`src/rtl/activation_pkg.sv`:
```
// Shared definitions for the activation pipeline: activation mode encoding
// and the default lane width.
package activation_pkg;

    localparam int ACT_DATA_W = 17;

    typedef enum logic [1:0] {
        ACT_IDENT = 2'd0,
        ACT_RELU  = 2'd1,
        ACT_LEAKY = 2'd2,
        ACT_CLIP  = 2'd3
    } act_mode_e;

endpackage

```
`src/rtl/activation_lane.sv`:
```
// One combinational activation lane: identity, ReLU, leaky ReLU or clipped ReLU,
// plus a flag reporting that the lane exceeded the clip ceiling.
module activation_lane
    import activation_pkg::*;
#(
    parameter int DATA_W     = ACT_DATA_W,
    parameter int LEAK_SHIFT = 3
) (
    input  logic [DATA_W-1:0] i_x,
    input  logic [1:0]        i_mode,
    input  logic [DATA_W-1:0] i_ceil,
    output logic [DATA_W-1:0] o_y,
    output logic              o_clipped
);

    act_mode_e                w_mode;
    logic signed [DATA_W-1:0] w_x;
    logic signed [DATA_W-1:0] w_ceil;
    logic signed [DATA_W-1:0] w_relu;
    logic signed [DATA_W-1:0] w_leaky;

    assign w_mode  = act_mode_e'(i_mode);
    assign w_x     = i_x;
    assign w_ceil  = i_ceil;
    assign w_relu  = w_x[DATA_W-1] ? '0 : w_x;
    // Arithmetic shift floors toward minus infinity, so -1 stays -1.
    assign w_leaky = w_x >>> LEAK_SHIFT;

    assign o_clipped = (w_mode == ACT_CLIP) && (w_x > w_ceil);

    always_comb begin
        o_y = w_x;
        case (w_mode)
            ACT_RELU:  o_y = w_relu;
            ACT_LEAKY: o_y = w_x[DATA_W-1] ? w_leaky : w_x;
            ACT_CLIP:  o_y = (w_relu > w_ceil) ? w_ceil : w_relu;
            default:   o_y = w_x;
        endcase
    end

endmodule

```
`src/rtl/activation_pipe.sv`:
```
// Two-stage elastic activation pipeline over LANES signed lanes, with a
// saturating count of lanes clipped in clipped-ReLU mode.
module activation_pipe
    import activation_pkg::*;
#(
    parameter int DATA_W     = ACT_DATA_W,
    parameter int LANES      = 4,
    parameter int LEAK_SHIFT = 3
) (
    input  logic                    clk,
    input  logic                    rst_n,
    input  logic                    in_valid,
    output logic                    in_ready,
    input  logic [LANES*DATA_W-1:0] in_data,
    input  logic [1:0]              in_mode,
    input  logic [DATA_W-1:0]       in_clip,
    output logic                    out_valid,
    input  logic                    out_ready,
    output logic [LANES*DATA_W-1:0] out_data,
    input  logic                    clr_count,
    output logic [15:0]             clip_count
);

    function automatic logic [DATA_W-1:0] clip_ceiling(input logic signed [DATA_W-1:0] c);
        return c[DATA_W-1] ? '0 : c;
    endfunction

    function automatic logic [15:0] count_clipped(input logic [LANES-1:0] f);
        logic [15:0] n;
        n = '0;
        for (int i = 0; i < LANES; i++) n = n + 16'(f[i]);
        return n;
    endfunction

    function automatic logic [15:0] sat_add16(input logic [15:0] a, input logic [15:0] b);
        logic [16:0] s;
        s = {1'b0, a} + {1'b0, b};
        return s[16] ? 16'hFFFF : s[15:0];
    endfunction

    logic [DATA_W-1:0]       w_ceil;
    logic [LANES*DATA_W-1:0] w_lane_y;
    logic [LANES-1:0]        w_lane_clip;
    logic                    w_s2_load;
    logic                    w_s1_load;
    logic                    w_accept;

    logic                    r_vld_p1;
    logic [LANES*DATA_W-1:0] r_data_p1;
    logic                    r_vld_p2;
    logic [LANES*DATA_W-1:0] r_data_p2;
    logic [15:0]             r_clip_count;

    assign w_ceil = clip_ceiling(in_clip);

    for (genvar g = 0; g < LANES; g++) begin : g_lane
        activation_lane #(
            .DATA_W     (DATA_W),
            .LEAK_SHIFT (LEAK_SHIFT)
        ) u_lane (
            .i_x       (in_data[g*DATA_W +: DATA_W]),
            .i_mode    (in_mode),
            .i_ceil    (w_ceil),
            .o_y       (w_lane_y[g*DATA_W +: DATA_W]),
            .o_clipped (w_lane_clip[g])
        );
    end

    // S1 may refill whenever it is empty or about to move into S2.
    assign w_s2_load = !r_vld_p2 || out_ready;
    assign w_s1_load = !r_vld_p1 || w_s2_load;
    assign in_ready  = w_s1_load;
    assign w_accept  = in_valid && in_ready;

    // Stage 1: computed lanes
    always_ff @(posedge clk) begin
        if (!rst_n) begin
            r_vld_p1 <= 1'b0;
        end else if (w_s1_load) begin
            r_vld_p1 <= in_valid;
        end
        if (w_accept) begin
            r_data_p1 <= w_lane_y;
        end
    end

    // Stage 2: output register
    always_ff @(posedge clk) begin
        if (!rst_n) begin
            r_vld_p2  <= 1'b0;
            r_data_p2 <= '0;
        end else if (w_s2_load) begin
            r_vld_p2 <= r_vld_p1;
            if (r_vld_p1) begin
                r_data_p2 <= r_data_p1;
            end
        end
    end

    always_ff @(posedge clk) begin
        if (!rst_n || clr_count) begin
            r_clip_count <= '0;
        end else if (w_accept && (in_mode == ACT_CLIP)) begin
            r_clip_count <= sat_add16(r_clip_count, count_clipped(w_lane_clip));
        end
    end

    assign out_valid  = r_vld_p2;
    assign out_data   = r_data_p2;
    assign clip_count = r_clip_count;

endmodule

```
`config.mk`:
```
export PLATFORM = sky130hd
export DESIGN_NAME = activation_pipe
export DESIGN_NICKNAME = d
export VERILOG_FILES = /design/src/rtl/activation_pkg.sv /design/src/rtl/activation_lane.sv /design/src/rtl/activation_pipe.sv
export SDC_FILE = /design/constraint.sdc
export NUM_CORES = 1
export LEC_CHECK = 0
export BUFFER_PORTS_ARGS = -buffer_cell sky130_fd_sc_hd__buf_4
export CAP_MARGIN = 5
export CORE_ASPECT_RATIO = 1.4
export CORE_MARGIN = 8
export CORE_UTILIZATION = 54
export CTS_BUF_LIST = sky130_fd_sc_hd__clkbuf_2
export CTS_CLUSTER_DIAMETER = 200
export DETAILED_ROUTE_END_ITERATION = 8
export PLACE_DENSITY = 0.79
export SLEW_MARGIN = 20
export SYNTH_ARGS = -nofsm -noshare
export SYNTH_HDL_FRONTEND = slang
export SYNTH_HIERARCHICAL = 1
export SYNTH_SLANG_ARGS = --single-unit
```
`constraint.sdc`:
```
create_clock -name clk -period 4.74 [get_ports clk]
set_input_delay 0.474 -clock clk [delete_from_list [all_inputs] [get_ports clk]]
set_output_delay 0.474 -clock clk [all_outputs]
set_load 0.01 [all_outputs]
```
==> metrics, run 1 <==
outcome=completed; fmax=0.242 GHz; final setup slack of the worst path=0.609 ns; worst hold path type=in -> reg; RSZ-0062 raised after global routing=no; CTS buffer count=17; post-layout util=0.646; leading cell types in the layout, fill and taps excluded=223 x buf_4, 185 x nand2_1, 125 x ha_1, 88 x inv_1, 86 x dfxtp_1; vias in the first global route=11180; final hold vios=0; die area=0.0268 mm2; CTS Buffer Depth=2; worst slack, placed=-0.0526 ns; Clk pin slew, worst setup/hold paths=0.23 ns; Setup Skew=0.0386 ns; share of layout cells above drive strength 1=0.207; xor and xnor fraction of the mapped netlist area=0.00670; Synth Register Bits=154; Iter 0 DRT Violations=887; commonest non-fill, non-tap cell in the layout=buf_4; critical path's slowest cell=or4_4; Core Box Area=0.0216 mm2; WP data arrival=4.83 ns; Synth Flop Type=dfxtp_1; Vias per Instance=6.30; Logic pwr share=0.292; Final Max Tran Viols=0; initial core utilization=0.544; startpoint types=input port; largest family of logic cells by synthesized area=compound AO/OA/AOI/OAI gates; post-layout min period=4.13 ns; port buffer count=177; max-cap violations=0; io pins=178; # fillers=1852; CTS tree=done; total track usage=0.280; Routed Antenna Nets=0; Clk pwr share=0.251; via count=11327; Area Growth Syn to Fin=18.6%; clk sink count=154; Netlist cell types=89; Seq/Total Area, Yosys=0.320; DRC Markers=0; Post-synth EDFFs=68; switch share=0.325; Cells after Synth=1314; Avg WL per Cell=21.2 um; period utilization=0.871; Post-CTS Hold Buffers=16; most frequent cell on the critical path=fa_1; cell area after synthesis=0.0118 mm2; max incr delay on CP=0.67 ns; Int Power=2.24 mW; largest net degree at the start of global routing=72; initial antenna violation count=1; CP max FO=13; critical path class=in -> reg; final setup vio count=0; Top delay family on crit path=adder cells; Power Dens Cells=238 mW/mm2; ys async rst share=0; Power Total=3.32 mW; First-pass DRT Iterations=6; Rel. slew slack=0.367; CTS H-tree lvls=4; Yosys warning count=6; global route overflow=0; Adder-Cell Fraction of Synth Area=0.142; hpwl dp=28600 um; root buffer cell=clkbuf_2; Worst Setup End Kind=register; row count=64; CP required=5.44 ns; layout net count=1738; final wirelength=38000 um; Avg Synthesized Cell Area=8.96 um2; leakage=5.94 nW; Fin Setup TNS=0 ns; die span in y=191 um; Skew-Pair Late Insertion Delay=0.78 ns; Flop pwr share=0.457; Post-CTS Setup Bufs=0; Synth Area in Simple Gates=0.200; mux contribution to synthesized area=0.0108; compound-cell area share of the yosys netlist=0.265; GP Congestion=1.01; die width=141 um; Worst Path Buf+Inv=4; critical path cell sequence=dlygate4sd3_1, buf_4, ha_1, a21o_1, a21o_1, a21oi_1, o21ai_0, a21oi_1, a2111oi_0, fa_1, inv_1, fa_1, inv_1, fa_1, and4_1, nand3_2, or4_4, a31oi_1; switching power=1.08 mW; maximum vdd drop=0.150 mV; post-cts resize count=0; first-pass GRT wire length=59500 um; Worst Max-Slew Pin Slew=0.950 ns
synthesized netlist by cell type (all sizes together), types with 28 or more instances:
cell type,number,area [um2]
nand4,35,219
nor2,28,108
a21o,48,360
a21oi,61,305
dfxtp,86,1720
a21boi,70,526
nand2,186,698
edfxtp,68,2040
clkbuf,44,165
nor2b,73,469
inv,88,330
ha,125,1560
o21ai,41,216
worst paths after layout:
check	endpoint	startpoint	cells after the start	slack [ns]
setup / recovery	clip_count[13]	in_data[6]	18	0.61
hold / removal	r_data_p1[49]	in_data[49]	3	0.09
setup reg to reg	clip_count[13]	clip_count[0]	9	1.87
hold reg to reg	out_data[27]	out_data[27]	2	0.48
metrics by stage:
step           hold slack [ns]  cell area [um2]  cells
5_1_grt                 0.0210            14000   1797
4_1_cts               0.000291            13900   1794
2_1_floorplan            0.457            11800   1325
3_5_place_dp             0.458            13500   1746
3_3_place_gp             0.454            13500   1746
6_report                0.0852            14000   1797
registers in the layout, indices dropped and copies added, names as in the netlist:
name        cells
out_valid       1
r_vld_p1        1
out_data       68
clip_count     16
r_data_p1      68
power groups by stage:
stage	registers (mW)	logic (mW)	clock network [mW]
2_1_floorplan	1.55	0.571	0
3_3_place_gp	1.54	0.920	0
3_5_place_dp	1.55	0.937	0
4_1_cts	1.52	0.952	0.857
5_1_grt	1.53	1.05	0.896
6_report	1.52	0.968	0.834
layout make-up:
type                       instances  area, um2  share of cell area
timing repair buffer             241       1860               0.134
sequential                       154       3760               0.270
tap                              264        330              0.0237
antenna                            2       5.00            0.000358
clock inverter                    13        173              0.0124
inverter                          89        334              0.0239
multi-input combinational       1015       7400               0.530
clock buffer                      19       95.1             0.00681
worst reg2reg max path, stage by stage (launching register included):
cell	delay (ns)
dfxtp_1	0.40
fa_1	0.54
inv_1	0.05
fa_1	0.38
inv_1	0.09
fa_1	0.16
and4_1	0.22
nand3_2	0.11
or4_4	0.67
a31oi_1	0.20
routing by layer:
layer | global-route usage | vias to the layer above | share of wire
li1 | - | 5277 | -
met2 | 0.465 | 582 | 0.48
met3 | 0.0561 | 139 | 0.076
met4 | 0.176 | 0 | 0.053
met5 | 0 | - | 0
met1 | 0.327 | 5329 | 0.39
cell families (layout without fill, tap and decap cells):
family          Yosys count  count (layout)
compound gates          407             407
xor+xnor                  9               9
fa+ha+maj               132             132
buf+inv                 156             362
flops                   154             154
mux                      12              12
other cells               1              14
simple gates            443             443
(Power assumes the default switching activity.)
==> run 2: changes to the inputs <==
--- a/config.mk
+++ b/config.mk
@@ -5,15 +5,16 @@
 export SDC_FILE = /design/constraint.sdc
 export NUM_CORES = 1
 export LEC_CHECK = 0
+export ABC_AREA = 1
 export BUFFER_PORTS_ARGS = -buffer_cell sky130_fd_sc_hd__buf_4
 export CAP_MARGIN = 5
 export CORE_ASPECT_RATIO = 1.4
 export CORE_MARGIN = 8
-export CORE_UTILIZATION = 54
+export CORE_UTILIZATION = 55
 export CTS_BUF_LIST = sky130_fd_sc_hd__clkbuf_2
 export CTS_CLUSTER_DIAMETER = 200
 export DETAILED_ROUTE_END_ITERATION = 8
-export PLACE_DENSITY = 0.79
+export PLACE_DENSITY = 0.8
 export SLEW_MARGIN = 20
 export SYNTH_ARGS = -nofsm -noshare
 export SYNTH_HDL_FRONTEND = slang
==> metrics, run 2 <==
outcome=completed; port buffer count=177; worst hold path type=in -> reg; Worst Setup End Kind=register; final setup vio count=0; Avg Synthesized Cell Area=6.98 um2; Power Dens Cells=224 mW/mm2; Skew-Pair Late Insertion Delay=0.79 ns; period utilization=0.810; Hold Crit Start=in_data[44]; leakage=7.37 nW; share of layout cells above drive strength 1=0.190; Top delay family on crit path=adder cells; ys async rst share=0; post-layout util=0.649; cell accounting for the most synthesized area=edfxtp_1; io pins=178; Clk pin slew, worst setup/hold paths=0.22 ns; initial antenna violation count=2; Fin Setup TNS=0 ns; worst r2r dst=clip_count[8]; Core Box Area=0.0232 mm2; Cells after Synth=1850; r2r worst-path depth=11; post-layout min period=3.84 ns; CP required=5.44 ns; Setup Skew=0.0343 ns; startpoint types=input port; most common library cells after synthesis=373 x nor2_1, 278 x inv_1, 235 x nand2_1; clk sink count=154; leading cell types in the layout, fill and taps excluded=373 x nor2_1, 277 x inv_1, 234 x nand2_1, 201 x buf_4, 125 x ha_1; root buffer cell=clkbuf_2; CP max FO=16; Worst Path Buf+Inv=5; Avg WL per Cell=17.4 um; GP Congestion=0.970; die area=0.0287 mm2; WHS Endpoint=r_data_p1[44]; maximum vdd drop=0.136 mV; final hold slack=0.0860 ns; Synth Register Bits=154; max-cap violations=0; critical path cell sequence=buf_4, nor2_1, inv_1, ha_1, a21o_1, o21ai_0, nand3_1, nand2_1, o311ai_0, o21ai_0, a21oi_1, fa_1, inv_1, fa_1, inv_1, fa_1, nand3_1, inv_2, nand2_4, nor2_8, o21ai_0, a31oi_1; global route overflow=0; Reg2Reg Setup Slack=2.16 ns; final wirelength=41200 um; Post-Place Cell Area=0.0145 mm2; die span in y=197 um; die width=146 um; RSZ-0062 raised after global routing=no; Area Growth Syn to Fin=16.5%; via count=13122; Netlist cell types=53; CTS tree=done; post-route cell area=0.0151 mm2; CTS Buffer Depth=2; CTS H-tree lvls=4; First-pass DRT Iterations=5; fmax=0.261 GHz; Rel. slew slack=0.352; layout net count=2262; Synth Flop Type=dfxtp_1; DRC Markers=0; # fillers=2154; first-pass GRT wire length=66000 um; Post-synth EDFFs=68; hold path cells=3; critical path class=in -> reg; Yosys warning count=6; share of Yosys cell area claimed by the top area cell type=0.158; hpwl dp=31700 um; final hold vios=0; commonest non-fill, non-tap cell in the layout=nor2_1; top-count cell post-synth=nor2_1; synth top area cells=edfxtp_1 16%, dfxtp_1 13%, ha_1 12%; max incr delay on CP=0.52 ns; Vias per Instance=5.55; cell area after synthesis=0.0129 mm2; Final Max Tran Viols=0; Iter 0 DRT Violations=1098; worst r2r src=clip_count[0]; WP data arrival=4.53 ns; Power Total=3.37 mW; critical path's slowest cell=fa_1; largest net degree at the start of global routing=70; vias in the first global route=12880; row count=66; Seq/Total Area, Yosys=0.291; Routed Antenna Nets=0; total track usage=0.284; Worst Max-Slew Pin Slew=0.970 ns; CTS buffer count=17; initial core utilization=0.557
run 2: timing repair:
action,CTS,global route
hold endpoints to repair,33,4
hold buffers,31,4
resized for setup,0,0
buffers inserted,0,0
run 2: area by class of cell:
type                       count  area [um2]  share of cell area
antenna                        2        5.00            0.000333
timing repair buffer         236        1860               0.124
tap                          306         383              0.0254
sequential                   154        3760               0.250
clock inverter                13         119             0.00790
clock buffer                  19        95.1             0.00632
inverter                     298        1150              0.0762
multi-input combinational   1335        7680               0.510
run 2: cell families after synthesis:
kind of cell	Yosys count	share of synthesized area
AND/OR/NAND/NOR	861	0.307
flip-flops	154	0.291
buffers and inverters	371	0.117
multiplexers	2	0.00155
other	1	0.000290
adder cells (fa/ha/maj)	128	0.126
AO/OA/AOI/OAI	332	0.156
XOR/XNOR	1	0.000678
run 2: power by group:
part / internal, mW / leakage [nW] / switching (mW)
clock network: 0.200 / 0.143 / 0.498
registers: 1.50 / 1.38 / 0.0367
logic: 0.428 / 5.85 / 0.704
run 2: worst reg2reg max path, stage by stage, from the launching register on:
cell	delay, ns
dfxtp_1	0.41
fa_1	0.54
inv_1	0.05
fa_1	0.35
inv_1	0.10
fa_1	0.23
nand3_1	0.12
inv_2	0.10
nand2_4	0.07
nor2_8	0.17
o21ai_0	0.13
a31oi_1	0.24
run 2: worst max-delay path by stage:
stage | depth (start not counted) | slack, ns | to | start
floorplan | 25 | 0.49 | clip_count[14] | in_clip[16]
global route | 20 | 0.69 | clip_count[8] | in_clip[16]
detailed placement | 22 | 0.1 | clip_count[6] | in_clip[16]
CTS | 22 | 0.96 | clip_count[6] | in_clip[16]
finish | 22 | 0.90 | clip_count[8] | in_clip[16]
global placement | 23 | 0.22 | clip_count[5] | in_clip[16]
run 2: through the flow:
step	std cells	worst slack, ns
after floorplan	1860	0.485
after global placement	2294	0.220
after detailed placement	2294	0.0992
after CTS	2357	0.965
after global routing	2363	0.687
final	2363	0.903
run 2: layer usage:
metal,vias up,part of all wire,track usage
met5,-,0,0
met4,0,0.040,0.145
met3,106,0.066,0.0472
met2,529,0.50,0.509
met1,6047,0.39,0.320
li1,6440,-,-
